[src/rtl/clk_flag_sched_pkg.sv]
// rtl/clk_flag_sched_pkg.sv - shared types and constants for the clk_flag scheduler
// Holds the FSM state encoding, minimum divide ratio and default widths.
package clk_flag_sched_pkg;

  localparam int DIV_W_DEF   = 16;
  localparam int BURST_W_DEF = 8;
  localparam int DIV_MIN     = 2;

  typedef enum logic [1:0] {
    IDLE = 2'd0,
    RUN  = 2'd1,
    DONE = 2'd2
  } state_t;

endpackage

[src/rtl/clk_flag_div_core.sv]
// rtl/clk_flag_div_core.sv - divide-by-N counter producing a registered one-cycle flag
// o_wrap is the combinational "this edge wraps" qualifier; o_flag is the registered pulse.
module clk_flag_div_core #(
  parameter int DIV_W = 16
) (
  input  logic             sys_clk,
  input  logic             sys_rst,
  input  logic             i_clear,
  input  logic             i_enable,
  input  logic [DIV_W-1:0] i_div,
  output logic             o_wrap,
  output logic             o_flag
);

  logic [DIV_W-1:0] r_cnt;
  logic             r_flag;

  assign o_wrap = i_enable && (r_cnt == (i_div - 1'b1));
  assign o_flag = r_flag;

  // clear wins over enable so an abort never lets a coincident wrap through
  always_ff @(posedge sys_clk) begin
    if (sys_rst || i_clear) begin
      r_cnt  <= '0;
      r_flag <= 1'b0;
    end else if (o_wrap) begin
      r_cnt  <= '0;
      r_flag <= 1'b1;
    end else if (i_enable) begin
      r_cnt  <= r_cnt + 1'b1;
      r_flag <= 1'b0;
    end else begin
      r_flag <= 1'b0;
    end
  end

endmodule

[src/rtl/clk_flag_sched.sv]
// rtl/clk_flag_sched.sv - config handshake, run FSM and flag counting around the divide core
// Optional tick gating is enabled by defining CLK_FLAG_SCHED_GATE_EN.
module clk_flag_sched
  import clk_flag_sched_pkg::*;
#(
  parameter int DIV_W   = DIV_W_DEF,
  parameter int BURST_W = BURST_W_DEF
) (
  input  logic               sys_clk,
  input  logic               sys_rst,
  input  logic               cfg_valid,
  output logic               cfg_ready,
  input  logic [DIV_W-1:0]   cfg_div,
  input  logic [BURST_W-1:0] cfg_burst,
  input  logic               stop,
`ifdef CLK_FLAG_SCHED_GATE_EN
  input  logic               tick_en,
`endif
  output logic               clk_flag,
  output logic               busy,
  output logic               done,
  output logic [BURST_W-1:0] flag_cnt
);

  state_t             r_state;
  state_t             w_state_nxt;
  logic [DIV_W-1:0]   r_div;
  logic [BURST_W-1:0] r_burst;
  logic [BURST_W-1:0] r_flag_cnt;
  logic [BURST_W-1:0] w_flag_cnt_nxt;
  logic [DIV_W-1:0]   w_div_clamped;
  logic               w_accept;
  logic               w_tick;
  logic               w_enable;
  logic               w_clear;
  logic               w_wrap;
  logic               w_flag_edge;
  logic               w_last;
  logic               w_flag;

`ifdef CLK_FLAG_SCHED_GATE_EN
  assign w_tick = tick_en;
`else
  assign w_tick = 1'b1;
`endif

  assign w_accept       = cfg_valid && (r_state == IDLE);
  assign w_div_clamped  = (cfg_div < DIV_W'(DIV_MIN)) ? DIV_W'(DIV_MIN) : cfg_div;
  assign w_enable       = (r_state == RUN) && w_tick;
  assign w_clear        = (r_state != RUN) || stop;
  assign w_flag_edge    = w_wrap && !stop;
  assign w_flag_cnt_nxt = r_flag_cnt + 1'b1;
  assign w_last         = w_flag_edge && (r_burst != '0) && (w_flag_cnt_nxt == r_burst);

  clk_flag_div_core #(
    .DIV_W (DIV_W)
  ) u_div_core (
    .sys_clk  (sys_clk),
    .sys_rst  (sys_rst),
    .i_clear  (w_clear),
    .i_enable (w_enable),
    .i_div    (r_div),
    .o_wrap   (w_wrap),
    .o_flag   (w_flag)
  );

  always_ff @(posedge sys_clk) begin
    if (sys_rst) r_state <= IDLE;
    else         r_state <= w_state_nxt;
  end

  always_comb begin
    w_state_nxt = r_state;
    case (r_state)
      IDLE:    if (cfg_valid) w_state_nxt = RUN;
      RUN: begin
        if (stop)        w_state_nxt = IDLE;
        else if (w_last) w_state_nxt = DONE;
      end
      DONE:    w_state_nxt = IDLE;
      default: w_state_nxt = IDLE;
    endcase
  end

  always_ff @(posedge sys_clk) begin
    if (sys_rst) begin
      r_div      <= '0;
      r_burst    <= '0;
      r_flag_cnt <= '0;
    end else if (w_accept) begin
      r_div      <= w_div_clamped;
      r_burst    <= cfg_burst;
      r_flag_cnt <= '0;
    end else if (w_flag_edge) begin
      r_flag_cnt <= w_flag_cnt_nxt;
    end
  end

  assign cfg_ready = (r_state == IDLE);
  assign busy      = (r_state == RUN) || (r_state == DONE);
  assign done      = (r_state == DONE);
  assign clk_flag  = w_flag;
  assign flag_cnt  = r_flag_cnt;

endmodule

[config.mk]
export PLATFORM = sky130hd
export DESIGN_NAME = clk_flag_sched
export DESIGN_NICKNAME = d
export VERILOG_FILES = /design/src/rtl/clk_flag_sched_pkg.sv /design/src/rtl/clk_flag_div_core.sv /design/src/rtl/clk_flag_sched.sv
export SDC_FILE = /design/constraint.sdc
export NUM_CORES = 1
export LEC_CHECK = 0
export BUFFER_PORTS_ARGS = -buffer_cell sky130_fd_sc_hd__buf_2
export CAP_MARGIN = 20
export CORE_ASPECT_RATIO = 0.6
export CORE_MARGIN = 2
export CORE_UTILIZATION = 40
export CTS_BUF_LIST = sky130_fd_sc_hd__clkbuf_4
export DETAILED_ROUTE_END_ITERATION = 8
export PLACE_DENSITY_LB_ADDON = 0.08
export RECOVER_POWER = 50
export SLEW_MARGIN = 20
export SYNTH_ARGS = -nofsm -noshare
export SYNTH_HDL_FRONTEND = slang
export SYNTH_SLANG_ARGS = --single-unit
[constraint.sdc]
create_clock -name sys_clk -period 2.9 [get_ports sys_clk]
set_input_delay 0.145 -clock sys_clk [delete_from_list [all_inputs] [get_ports sys_clk]]
set_output_delay 0.145 -clock sys_clk [all_outputs]
set_load 0.005 [all_outputs]
==> out/metrics.yaml <==
cts_sinks: 51
r2r_start: "r_div[0]$_SDFFE_PP0P_"
setup_slack_ps: -200
finalCriticalPeriod_ps: 3100
numPortBuffers: 39
dieArea_um2: 7740
syn_area_um2: 2810
busiest_layer: "met1"
holdCritPathClass: "in -> reg"
grt_overflow: 0
worstSetupEndpointType: "flip-flop"
dpl.cell_count: 473
via_per_inst: 5.41
p_sw_share_pct: 29.7
cts_tree: "done"
core_area_um2: 6730
hold_ws_ps: 21.2
fin_crit_sh_pct: 107
start_util_pct: 41.8
final_cell_area_um2: 3710
drtIter0Drc: 180
required_ps: 3200
fin_nets: 449
fp.dieW_um: 112
crit_top_cell: "or3b_4"
crit_chain: "inv_2 > ha_4 > or3b_4 > o31a_1 > or4_1 > o311a_1 > or4_4 > or3b_4 > a221oi_2"
leakagePower_uw: 0.00141
violations: "negative setup slack"
syn_avg_cell_area_um2: 8.76
clk_pin_slew_ps: 150
hold_viol: 0
async_reset_ff_share_pct: 0
synth_edf_count: 0
die_y_um: 69.0
ys_warn_count: 0
use_met2_pct: 28.1
slew-limit-headroom_pct: 43.3
ff2ff_path_depth: 9
synth_ff_type: "dfxtp_1"
drt-total-wl_um: 7980
drc: 0
grt_use_met1_pct: 34.1
grt_first_pass_wirelength_um: 12600
r2r_setup_slack_ps: -200
internal-power_uw: 1020
clock-skew-final_ps: 7.76
setup_viol: 23
syn_nets: 355
rows: 23
synthToLayoutAreaGrowth_pct: 32.1
layout.cells.most_common: "dfxtp_1"
cp-start-kind: "flip-flop"
cts_setup_buffers: 0
numCtsBuffers: 5
worst_slew_pin_slew_ps: 842
antenna_cells: 0
max_stage_delay_ps: 540
final_cell_mix: "49 x dfxtp_1, 37 x buf_4, 31 x buf_2"
clkLatencyLatePin_ps: 380
first_global_vias: 2441
ant_nets: 0
crit_family: "simple AND/OR/NAND/NOR gates"
ys_types: 49
finalNonFillerCells: 503
cts-root-buf: "clkbuf_4"
rsz0062_at_grt: "yes"
yosysSeqAreaShare_pct: 36.3
track_usage_pct: 21.3
final_layout_size_suffix_gt1_share_pct: 24.3
crit_arrival_ps: 3400
min_from: "cfg_div[8]"
synthCells: 321
share_comb_of_total_power_pct: 25.7
grt_use_met3_pct: 5.07
path_max_fanout: 6
gp_congestion: 0.885
drt-wirelength-per-cell_um: 15.9
path_buf_inv: 1
final.setup.tns_ps: -1590
cpMaxStageDelayCell: "or4_4"
place_hpwl_um: 6130
htree_levels: 2
placed_cell_area_um2: 3410
p_per_area_nw_per_um2: 392
peakVddDrop_mv: 0.222
holdPathEnd: "r_div[8]$_SDFFE_PP0P_"
pwr-share-seq_pct: 51.9
timing.max_cap.violations: 0
outcome: "complete, but fails checks"
switching_power_uw: 432
grt_max_degree: 29
r2r_end: "r_state[1]$_SDFFE_PP0P_"
ios: 40
hold_depth: 2
power.share.clock_pct: 22.4
dr.pass1.iters: 4
antenna_found_initial: 0
clockBufferDepth: 2
max_freq_ghz: 0.323
path_class: "reg -> reg"
ys_ff_latch: 51
routed-via-count: 2719
drv_slew: 0
layout.filler_cells: 614
worst max-delay path by stage:
| stage | from | endpoint | slack, ps | depth (start not counted) |
|---|---|---|---|---|
| finish | r_div[0]$_SDFFE_PP0P_ | r_state[1]$_SDFFE_PP0P_ | -200 | 9 |
| global route | r_div[0]$_SDFFE_PP0P_ | flag_cnt[7]$_SDFFE_PP0P_ | -280 | 10 |
| CTS | r_div[0]$_SDFFE_PP0P_ | flag_cnt[7]$_SDFFE_PP0P_ | -190 | 10 |
| detailed placement | r_div[0]$_SDFFE_PP0P_ | flag_cnt[4]$_SDFFE_PP0P_ | -290 | 11 |
| global placement | r_div[0]$_SDFFE_PP0P_ | flag_cnt[7]$_SDFFE_PP0P_ | -230 | 11 |
| floorplan | r_div[0]$_SDFFE_PP0P_ | r_state[1]$_SDFFE_PP0P_ | -220 | 11 |
metrics by stage:
| stage | utilization [%] | setup WS, ps | power [uW] |
|---|---|---|---|
| 6_report | 55.2 | -200 | 1450 |
| 5_1_grt | 55.2 | -278 | 1530 |
| 4_1_cts | 54.9 | -191 | 1460 |
| 3_5_place_dp | 50.7 | -292 | 1100 |
| 3_3_place_gp | 50.7 | -235 | 1100 |
| 2_1_floorplan | - | -221 | 960 |
cell type report:
cell class	instances	area, um^2	area share, %
Multi-Input combinational cell	244	1750	47.1
Sequential cell	51	1020	27.6
Timing Repair Buffer	101	734	19.8
Tap cell	87	109	2.93
Clock buffer	6	45.0	1.21
Inverter	12	45.0	1.21
Clock inverter	2	7.51	0.202
repair_timing:
item                       in CTS  in global routing
gates resized for setup         3                  8
hold buffers                   22                  0
gates cloned                    0                  0
hold endpoints to repair       22                  0
setup endpoints to repair      23                 24
kinds of logic after synthesis:
logic type               share of synthesized area [%]
AND/OR/NAND/NOR                                   24.8
multiplexers                                      2.14
buffers and inverters                             3.91
AO/OA/AOI/OAI                                     17.4
XOR/XNOR                                          12.8
adder cells (fa/ha/maj)                           2.67
flip-flops                                        36.3
cell usage after synthesis, types with 4 or more instances:
library cell / count / area share (%)
dfxtp_1: 51 / 36
nor2_1: 30 / 4.0
xnor2_1: 24 / 7.5
a22o_1: 23 / 7.2
nand2_1: 23 / 3.1
xor2_1: 17 / 5.3
nor3_1: 14 / 2.5
inv_1: 12 / 1.6
nand4_1: 11 / 2.4
nand3_1: 10 / 1.8
nor4_1: 10 / 2.2
a21oi_1: 9 / 1.6
clkbuf_1: 9 / 1.2
ha_1: 6 / 2.7
mux2i_1: 6 / 2.1
nand2b_1: 5 / 1.1
buf_2: 4 / 0.71
o211ai_1: 4 / 1.1
o21ai_0: 4 / 0.71
or4_1: 4 / 1.1
layer usage:
metal / wire length, um / share of wire (%)
met5: 0 / 0
met2: 2840 / 36
met3: 530 / 6.6
met1: 4550 / 57
met4: 48 / 0.60
power groups by stage:
stage / sequential (uW) / combinational (uW) / clock [uW]
CTS: 754 / 365 / 340
finish: 755 / 374 / 326
detailed placement: 769 / 336 / 0
floorplan: 764 / 196 / 0
global placement: 769 / 333 / 0
global route: 759 / 409 / 365
registers in the layout, summed over array words and instances, names as in the netlist:
signal / flops
u_div_core.r_cnt: 16
u_div_core.o_flag: 1
r_state: 2
r_burst: 8
flag_cnt: 8
r_div: 16
Power figures use the tool's default switching activity.
